<file path="src/rtl/tx_engine.sv">
// UART transmit engine: start bit, 8 data bits LSB first, optional even parity, stop bit.
// Optional parity stage is compiled in with the TX_PARITY_EN macro.
module tx_engine #(
  parameter int unsigned BAUD_DIV = 868
) (
  input  logic       clk,
  input  logic       reset,
  input  logic       load,
  input  logic [7:0] din,
  output logic       tx,
  output logic       tx_rdy
);

  localparam logic [15:0] BAUD_LAST = 16'(BAUD_DIV - 1);

  typedef enum logic [2:0] {
    IDLE   = 3'd0,
    START  = 3'd1,
    DATA   = 3'd2,
    STOP   = 3'd3
`ifdef TX_PARITY_EN
    ,PARITY = 3'd4
`endif
  } state_t;

  state_t      state_q, state_d;
  logic [15:0] baud_q, baud_d;
  logic [2:0]  bit_q, bit_d;
  logic [7:0]  shift_q, shift_d;
  logic        tx_q, tx_d;
  logic        rdy_q, rdy_d;
  logic        baud_end;
`ifdef TX_PARITY_EN
  logic        par_q, par_d;
`endif

  assign baud_end = (baud_q == BAUD_LAST);

  always_comb begin
    state_d = state_q;
    baud_d  = baud_q;
    bit_d   = bit_q;
    shift_d = shift_q;
`ifdef TX_PARITY_EN
    par_d   = par_q;
`endif
    if (state_q != IDLE) baud_d = baud_end ? 16'd0 : baud_q + 16'd1;
    case (state_q)
      IDLE: begin
        if (load) begin
          shift_d = din;
          baud_d  = 16'd0;
          bit_d   = 3'd0;
`ifdef TX_PARITY_EN
          par_d   = ^din;
`endif
          state_d = START;
        end
      end
      START: if (baud_end) state_d = DATA;
      DATA: begin
        if (baud_end) begin
          shift_d = {1'b0, shift_q[7:1]};
          bit_d   = bit_q + 3'd1;
          if (bit_q == 3'd7) begin
`ifdef TX_PARITY_EN
            state_d = PARITY;
`else
            state_d = STOP;
`endif
          end
        end
      end
`ifdef TX_PARITY_EN
      PARITY: if (baud_end) state_d = STOP;
`endif
      STOP: if (baud_end) state_d = IDLE;
      default: state_d = IDLE;
    endcase

    // Outputs are decoded from the next state so tx/tx_rdy are pure flops.
    tx_d = 1'b1;
    case (state_d)
      START:   tx_d = 1'b0;
      DATA:    tx_d = shift_d[0];
`ifdef TX_PARITY_EN
      PARITY:  tx_d = par_d;
`endif
      default: tx_d = 1'b1;
    endcase
    rdy_d = (state_d == IDLE);
  end

  always_ff @(posedge clk or negedge reset) begin
    if (!reset) begin
      state_q <= IDLE;
      baud_q  <= 16'd0;
      bit_q   <= 3'd0;
      shift_q <= 8'h00;
      tx_q    <= 1'b1;
      rdy_q   <= 1'b1;
`ifdef TX_PARITY_EN
      par_q   <= 1'b0;
`endif
    end else begin
      state_q <= state_d;
      baud_q  <= baud_d;
      bit_q   <= bit_d;
      shift_q <= shift_d;
      tx_q    <= tx_d;
      rdy_q   <= rdy_d;
`ifdef TX_PARITY_EN
      par_q   <= par_d;
`endif
    end
  end

  assign tx     = tx_q;
  assign tx_rdy = rdy_q;

endmodule

</file>
<file path="config.mk">
export PLATFORM = sky130hd
export DESIGN_NAME = tx_engine
export DESIGN_NICKNAME = d
export VERILOG_FILES = /design/src/rtl/tx_engine.sv
export SDC_FILE = /design/constraint.sdc
export NUM_CORES = 1
export LEC_CHECK = 0
export BUFFER_PORTS_ARGS = -buffer_cell sky130_fd_sc_hd__buf_2
export CAP_MARGIN = 20
export CELL_PAD_IN_SITES_DETAIL_PLACEMENT = 0
export CELL_PAD_IN_SITES_GLOBAL_PLACEMENT = 1
export CORE_ASPECT_RATIO = 1.4
export CORE_MARGIN = 3
export CORE_UTILIZATION = 45
export CTS_CLUSTER_DIAMETER = 120
export CTS_CLUSTER_SIZE = 28
export DETAILED_ROUTE_END_ITERATION = 7
export MAX_ROUTING_LAYER = met4
export PLACE_DENSITY_LB_ADDON = 0.1
export SLEW_MARGIN = 15
export SYNTH_ARGS = -nofsm -noshare
export SYNTH_HDL_FRONTEND = slang
export SYNTH_SLANG_ARGS = --single-unit
</file>
<file path="constraint.sdc">
create_clock -name clk -period 6.95 [get_ports clk]
set_input_delay 0.695 -clock clk [delete_from_list [all_inputs] [get_ports clk]]
set_output_delay 0.695 -clock clk [all_outputs]
set_load 0.005 [all_outputs]
</file>
==> flow_metrics.env, run 1 <==
export IMPL_drive_gt1_share_pct=13.2
export IMPL_grt_pass1_wl_um=5960
export IMPL_overflow=0
export IMPL_cp_end_kind="register"
export IMPL_path_clk_slew_ns=0.06
export IMPL_clock_sinks=32
export IMPL_syn_inst=166
export IMPL_num_rows=24
export IMPL_placedCellCount=213
export IMPL_fin_cells=221
export IMPL_period_needed_ns=2.50
export IMPL_drtIter0Drc=39
export IMPL_io_buffer_count=12
export IMPL_io_pins=13
export IMPL_cts_buffers=5
export IMPL_drt_pass1_iterations=4
export IMPL_critPathKind="reg -> reg"
export IMPL_yosysWarnings=0
export IMPL_synth_edf_count=0
export IMPL_drtAntennaViolNets=0
export IMPL_tns_ns=0
export IMPL_core_area_mm2=0.00324
export IMPL_dpl_cell_area_mm2=0.00168
export IMPL_rsz0062_at_grt="false"
export IMPL_antenna_found_initial=0
export IMPL_yosysSeqAreaShare_pct=50.7
export IMPL_worst_ir_drop_vdd_uv=176
export IMPL_synth_ff_type="dfrtp_1"
export IMPL_outcome="completed"
export IMPL_synth_cell_types=36
export IMPL_async_flop_share_pct=100
export IMPL_hold_viol_final=0
export IMPL_slew_violations=0
export IMPL_slew_headroom_pct=50.8
export IMPL_syn_nets=180
export IMPL_diodes=0
export IMPL_die_x_um=56.1
export IMPL_setup_viol=0
export IMPL_critPathSlowestCell="nor4_1"
export IMPL_initial_utilization_pct=48.8
export IMPL_routed_top_layer="met4"
export IMPL_cpPeakStageDelay_ns=0.58
export IMPL_fin_nets=195
export IMPL_hp_class="in -> async"
export IMPL_cts_root_buf="clkbuf_8"
export IMPL_maxCapViolCount=0
export IMPL_dr_wl_met2_um=1810
export IMPL_cp_start_kind="register"
export IMPL_p_leak_nw=0.812
export IMPL_p_total_uw=423
export IMPL_utilization_pct=54.8
export IMPL_grt_pass1_vias=1249
export IMPL_num_vias=1295
export IMPL_avgRoutedWirePerCell_um=15.5
export IMPL_vias_per_cell=5.86
export IMPL_worstPathArrival_ns=2.73
export IMPL_cts_tree="yes"
export IMPL_power_density_mw_per_mm2=238
export IMPL_holdWs_ns=0.453
export IMPL_r2r_slack_ns=4.45
export IMPL_globalplace_congestion=0.785
export IMPL_synth_seq_cells=32
export IMPL_drt_total_wl_um=3420
export IMPL_met1_length_um=1400
export IMPL_grt_max_degree=33
export IMPL_htree_levels=2
export IMPL_wl_met3_um=124
export IMPL_cp_max_fo=13
export IMPL_area_growth_pct=12.2
export IMPL_final_cell_area_mm2=0.00178
export IMPL_clock_latency_ns=0.29
export IMPL_cts_max_path_buffers=2
export IMPL_clock_fmax_mhz=401
export IMPL_critPathRequiredTime_ns=7.18
export IMPL_dp_slack_ns=4.45
export IMPL_fin_ws_ns=4.45
export IMPL_grt_total_usage_pct=18.4
export IMPL_path_cells="or4_4, nor4_1, and3_1, a221o_1, o21a_1"
export IMPL_dp_hpwl_um=2540
export IMPL_postCtsSetupBuffers=0
export IMPL_die_y_um=76.2
export IMPL_holdBufCountCts=0
export IMPL_ctsResizeCount=0
export IMPL_die_area_mm2=0.00428
export IMPL_fin_crit_sh_pct=35.9
export IMPL_tightestPinTransition_ns=0.733
export IMPL_syn_mean_instance_area_um2=9.54
export IMPL_fin_skew_ns=0.00443
export IMPL_drc=0
export IMPL_syn_area_mm2=0.00158
-- metal layers --
metal / vias up / GRT usage, %
met1: 627 / 19.6
li1: 635 / -
met4: 0 / 9.50
met3: 10 / 5.08
met5: - / -
met2: 23 / 30.7
-- cell usage after synthesis, types with 2 or more instances --
master / number / share of area [%]
a22oi_1: 6 / 2.8
nor3b_1: 2 / 0.95
nor3_1: 8 / 2.5
nand2_1: 28 / 6.6
a221o_1: 2 / 1.3
or4_1: 4 / 1.9
nor2_1: 15 / 3.6
o22ai_1: 2 / 0.79
or4_4: 2 / 1.4
ha_1: 3 / 2.4
and3_1: 2 / 0.79
nand4_1: 4 / 1.6
dfrtp_1: 30 / 47
a21oi_1: 3 / 0.95
and2_1: 2 / 0.79
or3_1: 4 / 1.6
clkbuf_1: 4 / 0.95
xnor2_1: 3 / 1.7
xor2_1: 5 / 2.8
dfstp_2: 2 / 3.3
inv_1: 4 / 0.95
o21ai_0: 7 / 2.2
nor4_1: 3 / 1.2
a21o_1: 2 / 0.95
or4bb_1: 2 / 1.4
nand3_1: 7 / 2.2
-- layout by cell type (no fill, tap or decap), types with 4 or more instances in the layout --
cell type,synthesis,final
or3_1,4,4
nor3_1,8,8
dfrtp_1,30,30
inv_1,4,4
nand4_1,4,4
o21ai_0,7,7
nor2_1,15,15
or4_1,4,4
a22oi_1,6,6
xor2_1,5,5
clkbuf_8,0,7
buf_2,0,12
nand2_1,28,28
nand3_1,7,7
-- worst paths after layout --
check	startpoint	to	cells after the start
worst max-delay path	baud_q[15]$_DFF_PN0_	tx$_DFF_PN1_	5
min in group clk	shift_q[1]$_DFFE_PN0P_	shift_q[1]$_DFFE_PN0P_	2
worst min register to register	shift_q[1]$_DFFE_PN0P_	shift_q[1]$_DFFE_PN0P_	2
worst min-delay path	reset	bit_q[1]$_DFFE_PN0P_	1
max in group asynchronous	reset	baud_q[9]$_DFF_PN0_	1
worst max register to register	baud_q[15]$_DFF_PN0_	tx$_DFF_PN1_	5
-- logic make-up after synthesis --
logic type      after synthesis  share of synthesized area (%)
simple gates                 84                           26.9
fa+ha+maj                     3                           2.37
buf+inv                       8                           1.90
mux                           2                           1.34
flops                        32                           50.7
xor+xnor                      8                           4.42
other cells                   1                          0.237
compound gates               28                           12.1
-- state kept, by name, indices dropped and copies added (netlist names) --
name     count
baud_q      16
shift_q      8
bit_q        3
state_q      3
tx           1
tx_rdy       1
-- power breakdown --
| part | switching (mW) | total (mW) | internal, mW |
|---|---|---|---|
| clock | 0.0664 | 0.157 | 0.0903 |
| combinational | 0.0269 | 0.0474 | 0.0205 |
| sequential | 0.0159 | 0.219 | 0.203 |
-- worst max-delay path: cells and delay by family (launching register included) --
| kind | cells | cell delay (ns) |
|---|---|---|
| AO/OA/AOI/OAI | 2 | 0.39 |
| flip-flops | 1 | 0.41 |
| AND/OR/NAND/NOR | 3 | 1.65 |
-- layout make-up --
type / instances / area, um2
multi-input combinational: 126 / 751
fill: 319 / 1470
tap: 39 / 48.8
sequential: 32 / 803
inverter: 4 / 15.0
timing repair buffer: 12 / 60.1
clock buffer: 8 / 100
No activity file was read; power rests on OpenSTA's default activity.
==> run 2: changes to the inputs <==
Clock period 6.95 ns to 2.55 ns, I/O delays scaled along.
==> flow_metrics.env, run 2 (synthesis gave the netlist of run 1 again) <==
export IMPL_p_switching_uw=301
export IMPL_holdWs_ns=0.0141
export IMPL_ctsResizeCount=0
export IMPL_p_int_uw=808
export IMPL_regMostFlops="baud_q"
export IMPL_utilization_pct=56.6
export IMPL_critPathLaunch="baud_q[11]$_DFF_PN0_"
export IMPL_top_regs="baud_q: 16 flops, shift_q: 8 flops"
export IMPL_cts_tree="yes"
export IMPL_p_leak_nw=0.853
export IMPL_grt_max_degree=33
export IMPL_cp_max_fo=6
export IMPL_worstPathArrival_ns=2.67
export IMPL_fin_skew_ns=0.00212
export IMPL_power_frac_seq_pct=53.9
export IMPL_die_y_um=76.2
export IMPL_num_vias=1342
export IMPL_maxCapViolCount=0
export IMPL_area_growth_pct=15.8
export IMPL_grt_total_usage_pct=20.0
export IMPL_drtAntennaViolNets=0
export IMPL_r2r_slack_ns=0.10
export IMPL_cp_start_kind="register"
export IMPL_holdBufCountCts=0
export IMPL_clock_sinks=32
export IMPL_r2r_start="baud_q[11]$_DFF_PN0_"
export IMPL_avgRoutedWirePerCell_um=15.7
export IMPL_comb_power_share_pct=12.8
export IMPL_drc=0
export IMPL_fin_nets=205
export IMPL_period_needed_ns=2.45
export IMPL_layout_commonest_cell="dfrtp_1"
export IMPL_die_x_um=56.1
export IMPL_hp_class="in -> async"
export IMPL_p_clk_share_pct=33.2
export IMPL_postCtsSetupBuffers=0
export IMPL_cts_root_buf="clkbuf_8"
export IMPL_fin_crit_sh_pct=96.0
export IMPL_grt_pass1_wl_um=6410
export IMPL_reg2reg_to="tx$_DFF_PN1_"
export IMPL_slew_headroom_pct=53.5
export IMPL_power_density_mw_per_mm2=604
export IMPL_num_rows=24
export IMPL_clock_fmax_mhz=408
export IMPL_worst_ir_drop_vdd_uv=475
export IMPL_initial_utilization_pct=48.8
export IMPL_worstRegToRegCells=5
export IMPL_slew_violations=0
export IMPL_cts_max_path_buffers=2
export IMPL_critPathRequiredTime_ns=2.77
export IMPL_drt_pass1_iterations=4
export IMPL_dp_hpwl_um=2710
export IMPL_hold_viol_final=0
export IMPL_die_area_mm2=0.00428
export IMPL_grt_pass1_vias=1438
export IMPL_placedCellCount=223
export IMPL_io_buffer_count=12
export IMPL_htree_levels=2
export IMPL_p_sw_share_pct=27.1
export IMPL_globalplace_congestion=0.847
export IMPL_tns_ns=0
export IMPL_tightestPinTransition_ns=0.698
export IMPL_drt_total_wl_um=3620
export IMPL_diodes=0
export IMPL_antenna_found_initial=0
export IMPL_path_clk_slew_ns=0.06
export IMPL_p_total_mw=1.11
export IMPL_overflow=0
export IMPL_vias_per_cell=5.81
export IMPL_outcome="completed"
export IMPL_io_pins=13
export IMPL_clock_latency_ns=0.28
export IMPL_fin_cells=231
export IMPL_layout_common_cells="dfrtp_1, nand2_1, nor2_1"
export IMPL_setup_viol=0
export IMPL_largest_reg_flops=16
export IMPL_core_area_mm2=0.00324
export IMPL_drive_gt1_share_pct=17.2
export IMPL_cp_end_kind="register"
export IMPL_critPathKind="reg -> reg"
export IMPL_drtIter0Drc=37
export IMPL_cts_buffers=5
export IMPL_rsz0062_at_grt="false"
## run 2: changes by cell type in the layout (fill, tap and decap cells not counted), sizes merged
cell	change
buf	+10
clkbuf	-1
clkinv	+1
## run 2: final cells by class
class | count | area [um2]
Fill cell | 302 | 1410
Multi-Input combinational cell | 126 | 751
Inverter | 4 | 15.0
Clock buffer | 7 | 76.3
Timing Repair Buffer | 22 | 135
Tap cell | 39 | 48.8
Clock inverter | 1 | 5.00
Sequential cell | 32 | 803
## run 2: critical path, cell delays in order, from the launching register on
cell,delay (ns)
dfrtp_1,0.43
or4_1,0.54
or4_4,0.54
or3_1,0.35
a221o_1,0.35
o21a_1,0.17
## run 2: through the flow
stage,area [um2],worst slack (ns)
after floorplan,1580,0.180
after global placement,1750,0.137
after detailed placement,1750,0.117
after CTS,1830,0.102
after global routing,1830,0.0306
final,1830,0.101
## run 2: power groups by stage
stage | Clock (mW) | Sequential [mW] | Combinational (mW)
2_1_floorplan | 0 | 0.593 | 0.0898
3_3_place_gp | 0 | 0.603 | 0.136
3_5_place_dp | 0 | 0.605 | 0.140
4_1_cts | 0.382 | 0.597 | 0.145
5_1_grt | 0.412 | 0.603 | 0.162
6_report | 0.368 | 0.598 | 0.142
## run 2: how the worst max path moves through the flow
stage / to / slack (ns) / cells after the start
after floorplan: tx$_DFF_PN1_ / 0.18 / 5
after global placement: tx$_DFF_PN1_ / 0.14 / 5
after detailed placement: tx$_DFF_PN1_ / 0.12 / 5
after CTS: tx$_DFF_PN1_ / 0.10 / 5
after global routing: tx$_DFF_PN1_ / 0.03 / 5
final: tx$_DFF_PN1_ / 0.10 / 5
## run 2: per-layer routing
layer	vias to the layer above	wire length, um	track usage (%)
li1	648	-	-
met1	659	1410	19.8
met2	21	1940	34.7
met3	14	111	5.25
met4	0	159	11.2
met5	-	0	-
==> run 3: changes to the inputs <==
Settings changed: PLACE_DENSITY set to 0.87, PLACE_DENSITY_LB_ADDON 0.1 to unset.
==> flow_metrics.env, run 3 (synthesis gave the netlist of run 1 again) <==
export IMPL_dpl_cell_area_mm2=0.00174
export IMPL_maxCapViolCount=0
export IMPL_fillers=302
export IMPL_avgRoutedWirePerCell_um=15.4
export IMPL_drt_pass1_iterations=4
export IMPL_multi_input_area_um2=751
export IMPL_drt_total_wl_um=3520
export IMPL_regMostFlops="baud_q"
export IMPL_area_growth_pct=15.6
export IMPL_path_buf_inv=0
export IMPL_met2_usage_pct=30.7
export IMPL_grt_busiest_layer="met2"
export IMPL_layout_common_cells="dfrtp_1, nand2_1, nor2_1"
export IMPL_cts_max_path_buffers=2
export IMPL_num_vias=1320
export IMPL_overflow=0
export IMPL_p_leak_nw=0.852
export IMPL_critPathSlowestCell="or4_4"
export IMPL_htree_levels=2
export IMPL_path_cells="or4_4, or4_4, or3_1, a221o_1, o21a_1"
export IMPL_r2r_start="baud_q[15]$_DFF_PN0_"
export IMPL_setup_viol=0
export IMPL_path_clk_slew_ns=0.07
export IMPL_globalRouteMet3Util_pct=4.58
export IMPL_cts_root_buf="clkbuf_8"
export IMPL_regArea_um2=803
export IMPL_holdBufCountCts=0
export IMPL_grt_total_usage_pct=19.2
export IMPL_antenna_found_initial=0
export IMPL_dp_hpwl_um=2550
export IMPL_critPathRequiredTime_ns=2.77
export IMPL_clock_fmax_mhz=408
export IMPL_cp_top_family="simple AND/OR/NAND/NOR gates"
export IMPL_cp_start_kind="register"
export IMPL_r2r_slack_ns=0.10
export IMPL_drtAntennaViolNets=0
export IMPL_cp_end_kind="register"
export IMPL_cp_num_cells=5
export IMPL_worst_ir_drop_vdd_uv=408
export IMPL_die_x_um=56.1
export IMPL_drc=0
export IMPL_hp_class="in -> async"
export IMPL_vias_per_cell=5.76
export IMPL_core_area_mm2=0.00324
export IMPL_critPathKind="reg -> reg"
export IMPL_clock_sinks=32
export IMPL_tns_ns=0
export IMPL_grt_pass1_wl_um=6310
export IMPL_largest_reg_flops=16
export IMPL_drtIter0Drc=86
export IMPL_worstRegToRegCells=5
export IMPL_fin_crit_sh_pct=96.0
export IMPL_reg2reg_to="tx$_DFF_PN1_"
export IMPL_hold_viol_final=0
export IMPL_crit_top_cell="or4_4"
export IMPL_worstPathArrival_ns=2.67
export IMPL_io_buffer_count=12
export IMPL_final_cell_area_mm2=0.00183
export IMPL_period_needed_ns=2.45
export IMPL_layout_commonest_cell="dfrtp_1"
export IMPL_outcome="completed"
export IMPL_num_rows=24
export IMPL_critPathLaunch="baud_q[15]$_DFF_PN0_"
export IMPL_initial_utilization_pct=48.8
export IMPL_slew_violations=0
export IMPL_drive_gt1_share_pct=17.4
export IMPL_postCtsSetupBuffers=0
export IMPL_io_pins=13
export IMPL_fin_skew_ns=0.00760
export IMPL_tightestPinTransition_ns=0.711
export IMPL_grt_pass1_vias=1361
export IMPL_power_density_mw_per_mm2=619
export IMPL_globalplace_congestion=0.833
export IMPL_worstSetupEndpoint="tx$_DFF_PN1_"
export IMPL_die_area_mm2=0.00428
export IMPL_ctsResizeCount=0
export IMPL_cts_buffers=5
export IMPL_slew_headroom_pct=52.6
export IMPL_grt_util_met1_pct=22.3
export IMPL_top_regs="baud_q: 16 flops, shift_q: 8 flops"
export IMPL_fin_nets=203
export IMPL_cpPeakStageDelay_ns=0.56
export IMPL_cts_tree="yes"
export IMPL_die_y_um=76.2
export IMPL_clock_latency_ns=0.28
export IMPL_diodes=0
export IMPL_rsz0062_at_grt="false"
export IMPL_cp_max_fo=4
export IMPL_grt_max_degree=33
run 3: changes by cell type in the layout (fill, tap and decap cells not counted):
| cell | change |
|---|---|
| clkinv_2 | +1 |
| clkbuf_1 | -2 |
| clkbuf_8 | +1 |
| buf_4 | -2 |
run 3: worst min path at each step:
stage                     startpoint              endpoint  slack [ns]  cells past startpoint
final                          reset  state_q[1]$_DFF_PN0_        0.02                      1
after global routing           reset  state_q[2]$_DFF_PN0_        0.07                      1
after CTS                      reset  state_q[2]$_DFF_PN0_        0.04                      1
after detailed placement       reset  state_q[2]$_DFF_PN0_        0.35                      1
after global placement         reset  state_q[0]$_DFF_PN0_        0.33                      1
after floorplan                reset   baud_q[0]$_DFF_PN0_       -0.04                      0
run 3: per-stage QoR:
stage	hold WS [ns]	power [mW]	std cells	util, %	setup WS, ns
after floorplan	-0.0406	0.683	166	-	0.180
after global placement	0.330	0.737	221	53.6	0.143
after detailed placement	0.348	0.745	221	53.6	0.104
after CTS	0.0367	1.15	229	56.4	0.102
after global routing	0.0717	1.20	229	56.4	0.0414
final	0.0173	1.13	229	56.4	0.102
run 3: power breakdown:
| part | leakage, nW | internal [mW] | switching [mW] |
|---|---|---|---|
| logic | 0.382 | 0.0619 | 0.0766 |
| clock network | 0.0510 | 0.215 | 0.184 |
| registers | 0.420 | 0.553 | 0.0431 |
| total | 0.852 | 0.830 | 0.304 |
run 3: layout make-up:
cell class | count | area share, %
Timing Repair Buffer | 20 | 6.56
Clock buffer | 6 | 4.51
Clock inverter | 2 | 0.547
Multi-Input combinational cell | 126 | 41.0
Sequential cell | 32 | 43.9
Tap cell | 39 | 2.67
Inverter | 4 | 0.820
run 3: routing by layer:
layer  routed length, um  share of wire [%]  up-vias
met5                   0                  0        -
met3                 176                5.0       11
li1                    -                  -      643
met1                1460                 41      629
met4                 113                3.2        0
met2                1770                 50       37
